<file path="src/rtl/cv32e40p_mult_tmr_ctrl.sv">
// Sequencer for a triplicated multiplier: issues, waits on the voter, retries on faults.
// Define CV32E40P_TMR_FAULT_LOG_EN to enable the sticky replica/fault logging outputs.
module cv32e40p_mult_tmr_ctrl #(
   parameter int unsigned MAX_RETRY = 2,
   parameter int unsigned TIMEOUT   = 64,
   parameter int unsigned CNT_W     = 16
) (
   input  logic             clk,
   input  logic             rst,
   input  logic             req_valid_i,
   output logic             req_ready_o,
   output logic             mult_en_o,
   output logic             mult_flush_o,
   input  logic             vote_ready_i,
   input  logic [31:0]      vote_result_i,
   input  logic             vote_faulty_i,
   input  logic [31:0]      rep_result_i1,
   input  logic [31:0]      rep_result_i2,
   input  logic [31:0]      rep_result_i3,
   output logic             resp_valid_o,
   input  logic             resp_ready_i,
   output logic [31:0]      resp_result_o,
   output logic             resp_fault_o,
   input  logic             clr_i,
   output logic [2:0]       replica_err_o,
   output logic [CNT_W-1:0] fault_cnt_o,
   output logic             uncorrectable_o
);

   localparam int unsigned RETRY_W = (MAX_RETRY < 1) ? 1 : $clog2(MAX_RETRY + 1);
   localparam int unsigned WAIT_W  = (TIMEOUT < 2) ? 1 : $clog2(TIMEOUT);
   localparam logic [RETRY_W-1:0] RETRY_LIMIT = RETRY_W'(MAX_RETRY);
   localparam logic [WAIT_W-1:0]  WAIT_LAST   = WAIT_W'(TIMEOUT - 1);

   typedef enum logic [2:0] {
      ST_IDLE,
      ST_ISSUE,
      ST_WAIT,
      ST_RETRY,
      ST_RESP
   } state_t;

   state_t             state, state_next;
   logic [RETRY_W-1:0] retry_cnt, retry_next;
   logic [WAIT_W-1:0]  wait_cnt, wait_next;
   logic [31:0]        result, result_next;
   logic               fault, fault_next;
   logic               vote_event, tmo_event, exhausted;

   always_ff @(posedge clk) begin
      if (rst) begin
         state     <= ST_IDLE;
         retry_cnt <= '0;
         wait_cnt  <= '0;
         result    <= '0;
         fault     <= 1'b0;
      end else begin
         state     <= state_next;
         retry_cnt <= retry_next;
         wait_cnt  <= wait_next;
         result    <= result_next;
         fault     <= fault_next;
      end
   end

   // All control outputs are gated by rst so a reset never leaks a flush or enable.
   always_comb begin
      state_next   = state;
      retry_next   = retry_cnt;
      wait_next    = wait_cnt;
      result_next  = result;
      fault_next   = fault;
      vote_event   = 1'b0;
      tmo_event    = 1'b0;
      exhausted    = 1'b0;
      req_ready_o  = 1'b0;
      mult_en_o    = 1'b0;
      mult_flush_o = 1'b0;
      resp_valid_o = 1'b0;
      if (!rst) begin
         unique case (state)
            ST_IDLE: begin
               req_ready_o = 1'b1;
               if (req_valid_i) begin
                  state_next = ST_ISSUE;
                  retry_next = '0;
               end
            end
            ST_ISSUE: begin
               mult_en_o  = 1'b1;
               wait_next  = '0;
               state_next = ST_WAIT;
            end
            ST_WAIT: begin
               mult_en_o = 1'b1;
               if (vote_ready_i) begin
                  if (!vote_faulty_i) begin
                     result_next = vote_result_i;
                     fault_next  = 1'b0;
                     state_next  = ST_RESP;
                  end else begin
                     vote_event = 1'b1;
                  end
               end else if (wait_cnt == WAIT_LAST) begin
                  tmo_event = 1'b1;
               end else begin
                  wait_next = wait_cnt + 1'b1;
               end
               // A timeout is treated like a faulty vote, but delivers zero once retries run out.
               if (vote_event || tmo_event) begin
                  if (retry_cnt < RETRY_LIMIT) begin
                     retry_next = retry_cnt + 1'b1;
                     state_next = ST_RETRY;
                  end else begin
                     exhausted   = 1'b1;
                     result_next = vote_event ? vote_result_i : 32'h0;
                     fault_next  = 1'b1;
                     state_next  = ST_RESP;
                  end
               end
            end
            ST_RETRY: begin
               mult_flush_o = 1'b1;
               state_next   = ST_ISSUE;
            end
            ST_RESP: begin
               resp_valid_o = 1'b1;
               if (resp_ready_i) state_next = ST_IDLE;
            end
            default: state_next = ST_IDLE;
         endcase
      end
   end

   assign resp_result_o = resp_valid_o ? result : 32'h0;
   assign resp_fault_o  = resp_valid_o & fault;

`ifdef CV32E40P_TMR_FAULT_LOG_EN
   logic [2:0]       err, err_next;
   logic [CNT_W-1:0] cnt, cnt_next;
   logic             unc, unc_next;
   logic [2:0]       mismatch;

   assign mismatch = {rep_result_i3 != vote_result_i,
                      rep_result_i2 != vote_result_i,
                      rep_result_i1 != vote_result_i};

   // Clear is applied first so a coincident fault event still lands in the log.
   always_comb begin
      err_next = clr_i ? 3'b000 : err;
      cnt_next = clr_i ? '0 : cnt;
      unc_next = clr_i ? 1'b0 : unc;
      if (vote_event) err_next = err_next | mismatch;
      if ((vote_event || tmo_event) && (cnt_next != {CNT_W{1'b1}})) cnt_next = cnt_next + 1'b1;
      if (exhausted) unc_next = 1'b1;
   end

   always_ff @(posedge clk) begin
      if (rst) begin
         err <= 3'b000;
         cnt <= '0;
         unc <= 1'b0;
      end else begin
         err <= err_next;
         cnt <= cnt_next;
         unc <= unc_next;
      end
   end

   assign replica_err_o   = err;
   assign fault_cnt_o     = cnt;
   assign uncorrectable_o = unc;
`else
   logic unused_log;
   assign unused_log = ^{clr_i, rep_result_i1, rep_result_i2, rep_result_i3,
                         vote_event, tmo_event, exhausted};

   assign replica_err_o   = 3'b000;
   assign fault_cnt_o     = '0;
   assign uncorrectable_o = 1'b0;
`endif

endmodule

</file>
<file path="config.mk">
export PLATFORM = sky130hd
export DESIGN_NAME = cv32e40p_mult_tmr_ctrl
export DESIGN_NICKNAME = d
export VERILOG_FILES = /design/src/rtl/cv32e40p_mult_tmr_ctrl.sv
export SDC_FILE = /design/constraint.sdc
export NUM_CORES = 1
export LEC_CHECK = 0
export CORE_AREA = 2 2 66 115
export CTS_CLUSTER_DIAMETER = 80
export CTS_CLUSTER_SIZE = 25
export DETAILED_ROUTE_END_ITERATION = 8
export DIE_AREA = 0 0 68 117
export HOLD_SLACK_MARGIN = 0.12
export PLACE_DENSITY = 0.78
export SLEW_MARGIN = 20
export SYNTH_ARGS = -nofsm -noshare
export SYNTH_HDL_FRONTEND = slang
export SYNTH_SLANG_ARGS = --single-unit
export TNS_END_PERCENT = 30
</file>
<file path="constraint.sdc">
create_clock -name clk -period 2.45 [get_ports clk]
set_clock_uncertainty 0.15 [all_clocks]
set_input_delay 0.3675 -clock clk [delete_from_list [all_inputs] [get_ports clk]]
set_output_delay 0.3675 -clock clk [all_outputs]
set_load 0.02 [all_outputs]
</file>
==> out/results.ini <==
[synth]
syn_area_sq_mm = 0.00204
yosysWarnings = 0
syn_inst = 214
synth-seq-cells = 44
synthTopCellsByArea = dfxtp_1 (43%), a22o_1 (13%), and2_1 (10%)
avgSynthCellArea_sq_um = 9.54
synthMuxAreaShare_pct = 1.04
synth_top_family_by_area = simple AND/OR/NAND/NOR gates
synth_edf_count = 0
synth_xor_area_share_pct = 0
seq_area_frac_synth_pct = 43.2
synth-compound-area-share_pct = 21.5
synth_ff_type = dfxtp_1
synth_simple_gate_area_share_pct = 21.6
synth_area_leader_cell = dfxtp_1
synth_cell_types = 42
synth_fa_ha_area_share_pct = 0.613
async_reset_ff_share_pct = 0
synth_top_area_share_pct = 43.2

[detailed_routing]
firstDrtPassIters = 4
drt-initial-drc-count = 72
wire_per_inst_um = 12.4
remaining_drc_errors = 0
drt-total-wl_um = 4670
num_vias = 1739
vias_per_cell = 4.60
ant_nets = 0

[floorplanning]
core_area_sq_mm = 0.00708
dieWidth_um = 68
rows = 41
dieArea_sq_mm = 0.00796
io_pins = 192
start_util_pct = 28.8
chipHeight_um = 117

[worst_setup_path]
cpPeakStageDelay_ns = 0.61
cp-end-kind = output port
cp.arrival_ns = 1.84
critical_path_class = register to output port
critPathSlowestCell = clkdlybuf4s50_1
cp-start-kind = register
cp_max_fo = 6
worstPathRequired_ns = 1.93
crit_top_cell = nor2_1
worstPathCellList = buf_4, nor3b_1, nor2_1, nor2_1, clkdlybuf4s50_1

[clocking]
cts_tree = done
clk_path_buf_depth = 2
insertion_delay_ns = 0.28
cts.clk_slew.worst_paths_ns = 0.06
clock_sinks = 44
root_buffer = clkbuf_16
htree_levels = 2
cts_made_buffers = 5

[global_routing]
antenna_found_initial = 0
grt_pass1_vias = 1574
overflow = 0
grt_usage_pct = 11.3
grt_pass1_wl_um = 6830
grt_max_degree = 36

[pwr]
leakagePower_nw = 1.35
cellPowerDensity_mw_per_mm2 = 537
vdd_drop_max_uv = 274

[sta]
hold_viol = 0
finalSetupTns_ns = 0
max_slew_margin_pct = 67.2
fin_crit_sh_pct = 96.4
rsz0062_at_grt = no
whs_ns = 0.315
min_period_ns = 2.36
drv_slew = 0
setup_viol = 0
tightest_slew_ns = 0.485
timing.fmax_mhz = 424

[final_layout]
layout-drive-gt1-share_pct = 8.56
final_util_pct = 41.4
antenna_cells = 0
layout.cells.non_filler = 378
final_net_count = 427
area_delta_synth_final_pct = 43.5
layout_common_cells = dfxtp_1 (44), clkdlybuf4s50_1 (40), and2_1 (33), dlygate4sd2_1 (33), a22o_1 (30)
final_common_cell = dfxtp_1

[placed_design]
io_buffers = 74
dp_cells = 370
dp_hpwl_um = 3520
gp_congestion = 0.772

[hold_path]
hp-class = register to register

[flow_run]
max_cap_viol_count = 0

[outcome]
status = finished clean

[registers in the layout, indices dropped and copies added (netlist names)]
name       count
result        32
wait_cnt       6
state          3
retry_cnt      2
fault          1
[layer usage]
metal	track usage, %	share of wire (%)	vias to the layer above
li1	-	-	869
met3	3.15	7.7	9
met1	11.7	39	781
met4	5.33	2.3	0
met2	20.3	51	80
met5	0	0	-
[layout make-up]
type,count,area (sq um)
Fill cell,683,4150
Multi-Input combinational cell,151,988
Sequential cell,44,881
Timing Repair Buffer,84,790
Clock buffer,5,125
Tap cell,86,108
Clock inverter,3,18.8
Inverter,5,18.8
[per-stage QoR]
stage / setup slack [ns] / total power [mW] / cell area (sq um)
floorplan: 0.401 / 0.884 / 2110
global placement: -0.0599 / 0.954 / 2820
detailed placement: -0.0828 / 0.956 / 2820
CTS: 0.0549 / 1.60 / 2930
global route: 0.0134 / 1.65 / 2930
finish: 0.0894 / 1.57 / 2930
[synth_stat cells, drive strengths merged, types with 2 or more instances]
cell	instances
nor2	10
a31oi	3
nor3b	2
and2	33
dfxtp	44
buf	27
a21boi	2
a211oi	3
nand3	5
nand2	8
o32ai	2
or4	2
inv	5
o21ai	4
and3	2
a21oi	5
or3	2
nor4b	2
nor3	2
a22o	30
nor2b	2
clkbuf	6
[logic make-up after synthesis]
kind of cell | after synthesis
and+or+nand+nor | 73
AOI/OAI and AO/OA | 55
DFF | 44
buffers and inverters | 38
muxes | 2
adders and majority gates | 1
other | 1
[report_power, final]
part | total, mW | internal, mW | switching, mW
clock | 0.632 | 0.375 | 0.257
combinational | 0.200 | 0.101 | 0.0994
sequential | 0.741 | 0.731 | 0.00994
[final timing paths]
check	slack [ns]	start	to	cells after the start
setup / recovery	0.09	state[0]	mult_en_o	5
hold / removal	0.31	result[16]	result[16]	1
setup reg to reg	0.48	state[2]	result[9]	7
hold reg to reg	0.31	result[16]	result[16]	1
[worst max-delay path, delay by kind of cell, from the launching register on]
| kind | cells | cell delay [ns] |
|---|---|---|
| flops | 1 | 0.33 |
| buf+inv | 2 | 0.77 |
| simple gates | 3 | 0.46 |
[what timing repair did]
action / CTS / global route
setup buffers: 0 / 0
hold buffers: 0 / 0
endpoints found under the setup margin: 33 / 1
gates resized for setup: 33 / 1
Power figures use the tool's default switching activity.
